--- src/rtl/iter_normalizer.sv ---
// ---------------------------------------------------------------------------
// iter_normalizer
//
// Recovers a shift amount from data: shifts the accepted operand one bit per
// cycle until its target bit is 1. The target is the MSB in left mode and
// the LSB in right mode. It returns the normalized word, the number of
// positions shifted, and a flag for an all-zero operand.
//
// Optional feature, enabled by defining ITER_NORMALIZER_MAX_AMT_EN:
//   - adds a per-operand shift ceiling (max_amt_i);
//   - adds a flag (limited_o) set when that ceiling stopped the shifting.
//
// Ports:
//   clk_i        clock, rising edge
//   rst_i        synchronous active-high reset
//   in_valid_i   operand valid
//   in_ready_o   block can accept an operand (only in IDLE)
//   a_i          operand
//   mode_i       0 = left-normalize (MSB target), 1 = right-normalize (LSB)
//   max_amt_i    [macro only] shift ceiling, sampled at accept
//   limited_o    [macro only] result stopped by the ceiling
//   out_valid_o  result valid (held until consumed)
//   out_ready_i  consumer takes the result
//   y_o          normalized word
//   amt_o        positions shifted
//   zero_o       operand was all zeros
// ---------------------------------------------------------------------------
module iter_normalizer #(
  parameter int WIDTH = 8,
  parameter int AMT_W = $clog2(WIDTH)
) (
  input  logic             clk_i,
  input  logic             rst_i,
  input  logic             in_valid_i,
  output logic             in_ready_o,
  input  logic [WIDTH-1:0] a_i,
  input  logic             mode_i,
`ifdef ITER_NORMALIZER_MAX_AMT_EN
  input  logic [AMT_W-1:0] max_amt_i,
  output logic             limited_o,
`endif
  output logic             out_valid_o,
  input  logic             out_ready_i,
  output logic [WIDTH-1:0] y_o,
  output logic [AMT_W-1:0] amt_o,
  output logic             zero_o
);

  typedef enum logic [1:0] {IDLE, SHIFT, DONE} state_t;

  state_t           state_q, state_d;
  logic [WIDTH-1:0] sreg_q, sreg_d;
  logic             mode_q, mode_d;
  logic [AMT_W-1:0] cnt_q, cnt_d;
  logic [WIDTH-1:0] y_q, y_d;
  logic [AMT_W-1:0] amt_q, amt_d;
  logic             zero_q, zero_d;
  logic             in_ready_q, in_ready_d;
  logic             out_valid_q, out_valid_d;
  logic             target_bit;
  logic             at_limit;
`ifdef ITER_NORMALIZER_MAX_AMT_EN
  logic [AMT_W-1:0] max_q, max_d;
  logic             lim_q, lim_d;
`endif

  always_comb begin
    state_d    = state_q;
    sreg_d     = sreg_q;
    mode_d     = mode_q;
    cnt_d      = cnt_q;
    y_d        = y_q;
    amt_d      = amt_q;
    zero_d     = zero_q;
`ifdef ITER_NORMALIZER_MAX_AMT_EN
    max_d      = max_q;
    lim_d      = lim_q;
    at_limit   = (cnt_q == max_q);
`else
    // Natural termination always occurs by a count of WIDTH-1.
    at_limit   = 1'b0;
`endif
    target_bit = mode_q ? sreg_q[0] : sreg_q[WIDTH-1];

    case (state_q)
      IDLE: begin
        if (in_valid_i && in_ready_q) begin
          sreg_d  = a_i;
          mode_d  = mode_i;
          cnt_d   = '0;
`ifdef ITER_NORMALIZER_MAX_AMT_EN
          max_d   = max_amt_i;
`endif
          state_d = SHIFT;
        end
      end
      SHIFT: begin
        if (sreg_q == '0) begin
          state_d = DONE;
          y_d     = '0;
          amt_d   = '0;
          zero_d  = 1'b1;
`ifdef ITER_NORMALIZER_MAX_AMT_EN
          lim_d   = 1'b0;
`endif
        end else if (target_bit || at_limit) begin
          state_d = DONE;
          y_d     = sreg_q;
          amt_d   = cnt_q;
          zero_d  = 1'b0;
`ifdef ITER_NORMALIZER_MAX_AMT_EN
          // A set target bit takes precedence over the ceiling.
          lim_d   = ~target_bit;
`endif
        end else begin
          sreg_d = mode_q ? (sreg_q >> 1) : (sreg_q << 1);
          cnt_d  = cnt_q + 1'b1;
        end
      end
      DONE: begin
        if (out_ready_i) begin
          state_d = IDLE;
        end
      end
      default: state_d = IDLE;
    endcase

    // Handshake flags are registered and follow the next state.
    // DONE therefore never accepts in the same cycle as the handshake.
    in_ready_d  = (state_d == IDLE);
    out_valid_d = (state_d == DONE);
  end

  always_ff @(posedge clk_i) begin
    if (rst_i) begin
      state_q     <= IDLE;
      sreg_q      <= '0;
      mode_q      <= 1'b0;
      cnt_q       <= '0;
      y_q         <= '0;
      amt_q       <= '0;
      zero_q      <= 1'b0;
      in_ready_q  <= 1'b1;
      out_valid_q <= 1'b0;
`ifdef ITER_NORMALIZER_MAX_AMT_EN
      max_q       <= '0;
      lim_q       <= 1'b0;
`endif
    end else begin
      state_q     <= state_d;
      sreg_q      <= sreg_d;
      mode_q      <= mode_d;
      cnt_q       <= cnt_d;
      y_q         <= y_d;
      amt_q       <= amt_d;
      zero_q      <= zero_d;
      in_ready_q  <= in_ready_d;
      out_valid_q <= out_valid_d;
`ifdef ITER_NORMALIZER_MAX_AMT_EN
      max_q       <= max_d;
      lim_q       <= lim_d;
`endif
    end
  end

  assign in_ready_o  = in_ready_q;
  assign out_valid_o = out_valid_q;
  assign y_o         = y_q;
  assign amt_o       = amt_q;
  assign zero_o      = zero_q;
`ifdef ITER_NORMALIZER_MAX_AMT_EN
  assign limited_o   = lim_q;
`endif

endmodule
--- config.mk ---
export PLATFORM = sky130hd
export DESIGN_NAME = iter_normalizer
export DESIGN_NICKNAME = d
export VERILOG_FILES = /design/src/rtl/iter_normalizer.sv
export SDC_FILE = /design/constraint.sdc
export NUM_CORES = 1
export LEC_CHECK = 0
export CORE_MARGIN = 5
export CORE_UTILIZATION = 25
export CTS_CLUSTER_DIAMETER = 150
export DETAILED_ROUTE_END_ITERATION = 10
export SYNTH_ARGS = -nofsm -noshare
export SYNTH_HDL_FRONTEND = slang
export SYNTH_SLANG_ARGS = --single-unit
--- constraint.sdc ---
create_clock -name clk_i -period 1.4 [get_ports clk_i]
set_input_delay 0.28 -clock clk_i [delete_from_list [all_inputs] [get_ports clk_i]]
set_output_delay 0.28 -clock clk_i [all_outputs]
set_load 0.01 [all_outputs]
# After elaboration in Yosys (flattened, before gate mapping)
# Cells that the tools add are included.
[classes] n_mux=21 n_addsub=1 reduce_logical=9 eq_ne=6
[ops] cell="2-to-1 mux 8 bit" count=6
[ops] cell="case mux 8 bit (2 select lines)" count=1
[ops] cell="2-to-1 mux 3 bit" count=5
[ops] cell="zero test 8 bit" count=1
[ops] cell="2-to-1 mux 2 bit" count=4
[ops] cell="inequality test 2 bit (second input constant)" count=3
[ops] cell="case mux 2 bit (3 select lines)" count=1
[ops] cell="case mux 3 bit (2 select lines)" count=1
[ops] cell="equality test 2 bit (second input constant)" count=2
[ops] cell="zero test 2 bit" count=2
[ops] cell="AND reduction 2 bit" count=2
[ops] cell="AND reduction 4 bit" count=1
[ops] cell="nonzero test 2 bit" count=2
[ops] cell="adder 3 x 1 -> 3 bit (second input constant)" count=1
[ops] cell="2-to-1 mux 1 bit" count=3
[ops] cell="equality test 2 x 1 -> 1 bit (second input constant)" count=1
[ops] cell="logical AND 1 bit" count=1
[word_totals] word_cells=46 in_bits=13 reg_bits=28 out_inout_bits=14

# Logic depth before layout (Yosys ltp)
[depth] ltp_word=5 ltp_mapped=5

# Worst setup path before layout
# Ideal clock, no wire load.
[synth_path] path_type="register to register" startpoint="reg sreg_q[0]" endpoint="reg sreg_q[0]" period_less_slack_ps=1514 path_stages_with_launch=6 setup_time_ps=92 t_arrival_ps=1422 path_buffers=1 setup_slack_ps=-114 path_cell_list="dfxtp_1 > nor4_4 > a211oi_4 > or2_1 > buf_6 > a311oi_4"
[synth_between] elab_chain_cells=3 elab_cells_between_ends=5
[synth_lines] element="start: declaration" line="52" text="logic [WIDTH-1:0] sreg_q, sreg_d;"
[synth_lines] element="start signal: assignment" line="151" text="sreg_q <= sreg_d;"
[synth_lines] element="zero test 8 bit / 2-to-1 mux 1 bit (equally long branches)" line="98, 83"
[synth_lines] element="inequality test 2 bit (no line)"
[synth_lines] element="AND reduction 4 bit (no line) (*)"
# Mark *: on every way between the ends. The rest lies on a longest branch, timed or not.
# A chain may end at the register's enable or synchronous reset.

# Final worst setup path
[layout_path] startpoint="reg sreg_q[2]" endpoint="reg sreg_q[0]"
[layout_between] elab_chain_cells=3
[layout_lines] element="zero test 8 bit" line="98" text="if (sreg_q == '0) begin"
[layout_lines] element="inequality test 2 bit (no line)"
[layout_lines] element="AND reduction 4 bit (no line)"
# Every way passes these cells.

==> impl_metrics.tcl <==
set metrics [dict create \
    status "finished, violations left" \
    violations "setup timing" \
    ys_seq_area_share_pct 41.3 \
    clk_pin_slew_worst_paths_ps 100 \
    hold_start "amt_o[1]$_SDFFE_PP0P_" \
    reg2reg_depth 5 \
    relSlewSlack_pct 78.6 \
    p_leak_nw 0.813 \
    maxSlewViolCount 0 \
    finalSetupViolations 18 \
    first_pass_iters 4 \
    hold_viol_final 0 \
    total_power_mw 3.42 \
    wl_met3_um 127 \
    final_common_cell "dfxtp_1" \
    timing.rr.end "sreg_q[0]$_SDFFE_PP0P_" \
    antenna_found_initial 0 \
    syn_inst 139 \
    worstMarginPinSlew_ps 318 \
    dpl_cell_area_sq_um 1870 \
    final_util_pct 39.0 \
    num_vias 1118 \
    top_layer "met4" \
    dp_cells 248 \
    crit_path_start_kind "flip-flop" \
    setup_ws_ps -89.7 \
    ant_nets 0 \
    cp.arrival_ps 1680 \
    cp-endpoint "sreg_q[0]$_SDFFE_PP0P_" \
    syn2layout_area_growth_pct 49.5 \
    io_buffer_count 26 \
    clock_path_buffers 2 \
    clock-skew-final_ps 4.03 \
    drc 0 \
    gp_congestion 0.776 \
    hold_class "reg2reg" \
    pin_count 27 \
    htreeDepth 1 \
    grt_start_max_net_pins 34 \
    dieWidth_um 83.7 \
    yosys_warnings 0 \
    wire_per_inst_um 12.9 \
    yosysUniqueCellTypes 32 \
    totalWireLength_um 3290 \
    root_buffer "clkbuf_8" \
    initial_utilization_pct 26.1 \
    grt.total_usage_pct 9.57 \
    grt_overflow 0 \
    rows 26 \
    ys_seq_elements 28 \
    cap_violations 0 \
    die_y_um 83.7 \
    crit_required_ps 1590 \
    wl_met2_um 1490 \
    cp-startpoint "sreg_q[2]$_SDFFE_PP0P_" \
    critPathKind "reg2reg" \
    reg2reg_from "sreg_q[2]$_SDFFE_PP0P_" \
    final_cell_mix "dfxtp_1, mux2i_1, buf_4" \
    cts_buffers 3 \
    first_iter_violations 32 \
    period_needed_ps 1490 \
    power_density_nw_per_um2 1680 \
    rsz0062_at_grt "true" \
    crit_path_max_fanout 5 \
    dieArea_sq_um 7010 \
    place_hpwl_um 2320 \
    grt_pass1_wl_um 5600 \
    syn_area_sq_um 1360 \
    cts_tree "yes" \
    r2r_slack_ps -90 \
    diodes 0 \
    clk_latency_ps 280 \
    design_area_sq_um 2030 \
    max_freq_ghz 0.671 \
    synth_nets 153 \
    cp-end-kind "flip-flop" \
    synth_area_per_cell_sq_um 9.78 \
    final_nets 201 \
    drive_gt1_share_pct 29.6 \
    grt_pass1_vias 1194 \
    coreArea_sq_um 5200 \
    ir_worst_vdd_uv 659 \
    vias_per_cell 4.37 \
    layout.cells.non_filler 256 \
    fin_crit_sh_pct 106 \
    pre_cts_ws_ps -202 \
    wl_met1_um 1660 \
    clock-sinks 28 \
]
## worst min path at each step
stage                            endpoint  slack (ps)  depth (start not counted)
detailed placement    y_o[3]$_SDFFE_PP0P_         460                          2
floorplan             mode_q$_SDFFE_PP0P_         430                          2
finish              amt_o[1]$_SDFFE_PP0P_         460                          2
global placement    amt_o[2]$_SDFFE_PP0P_         460                          2
global route        amt_o[1]$_SDFFE_PP0P_         480                          2
CTS                   y_o[7]$_SDFFE_PP0P_         470                          2
## cells in the mapped netlist
| master | instances | area share (%) |
|---|---|---|
| nand2_1 | 7 | 1.9 |
| nand3_1 | 4 | 1.5 |
| or2b_1 | 1 | 0.55 |
| ha_1 | 1 | 0.92 |
| xnor2_1 | 1 | 0.64 |
| a211oi_2 | 1 | 0.92 |
| nor4_4 | 2 | 3.1 |
| nand2b_1 | 14 | 6.4 |
| a21oi_2 | 1 | 0.64 |
| or2_1 | 1 | 0.46 |
| nand3b_1 | 1 | 0.55 |
| nor2_1 | 9 | 2.5 |
| a311oi_4 | 1 | 1.9 |
| mux2_2 | 1 | 0.83 |
| a21oi_1 | 7 | 2.6 |
| nor3_1 | 4 | 1.5 |
| a21bo_2 | 1 | 0.74 |
| buf_1 | 1 | 0.28 |
| dfxtp_1 | 28 | 41 |
| buf_2 | 1 | 0.37 |
| clkbuf_1 | 6 | 1.7 |
| o21ai_1 | 1 | 0.37 |
| o21bai_1 | 1 | 0.55 |
| buf_6 | 1 | 0.83 |
| o21ai_0 | 8 | 2.9 |
| a211o_1 | 6 | 3.9 |
| nor3b_1 | 2 | 1.1 |
| nor2_2 | 1 | 0.46 |
| mux2i_1 | 20 | 15 |
| a211oi_1 | 1 | 0.55 |
| a211oi_4 | 1 | 1.5 |
| nor2b_1 | 4 | 1.8 |
## final cells by class
type / count / area (sq um)
Timing Repair Buffer: 52 / 492
Tap cell: 70 / 87.6
Multi-Input combinational cell: 102 / 813
Clock buffer: 3 / 41.3
Sequential cell: 28 / 568
Fill cell: 530 / 3170
Clock inverter: 1 / 30.0
## cell families after synthesis
family	synth area share [%]
buffers and inverters	3.13
XOR/XNOR	0.645
multiplexers	15.6
AO/OA/AOI/OAI	16.6
adder cells (fa/ha/maj)	0.921
AND/OR/NAND/NOR	21.9
flip-flops	41.3
## report_power, final
| part | internal (mW) | leakage, nW | switching, mW |
|---|---|---|---|
| clock | 0.383 | 0.0357 | 0.266 |
| sequential | 0.941 | 0.230 | 0.122 |
| combinational | 0.918 | 0.547 | 0.786 |
| total | 2.24 | 0.813 | 1.17 |
## what timing repair did
item | in CTS | in global routing
buffers inserted | 0 | 3
hold buffers | 0 | 0
cloned | 0 | 1
pin swaps | 3 | 5
setup endpoints to repair | 36 | 24
resized for setup | 25 | 13
## sequential cells by signal, summed over array words and instances, names as in the netlist
| signal | cells |
|---|---|
| in_ready_o | 1 |
| out_valid_o | 1 |
| y_o | 8 |
| amt_o | 3 |
| cnt_q | 3 |
| state_q | 2 |
| sreg_q | 8 |
| zero_o | 1 |
| mode_q | 1 |
## critical path, cell delays in order (launching register included)
cell and delay, ps:
dfxtp_2 350, nor4_4 350, a211oi_4 110, or2_4 270
buf_12 140, a311oi_4 180
## metal layers
layer	vias up	track usage [%]
met5	-	0
met4	0	2.19
met3	4	2.86
met2	21	15.8
met1	508	12.2
li1	585	-
## per-stage QoR
step                      setup TNS (ps)  hold slack [ps]
after floorplan                     -710              427
after global placement             -2120              460
after detailed placement           -2510              462
after CTS                          -1140              472
after global routing               -2380              479
final                               -820              460
Power figures use the tool's default switching activity.
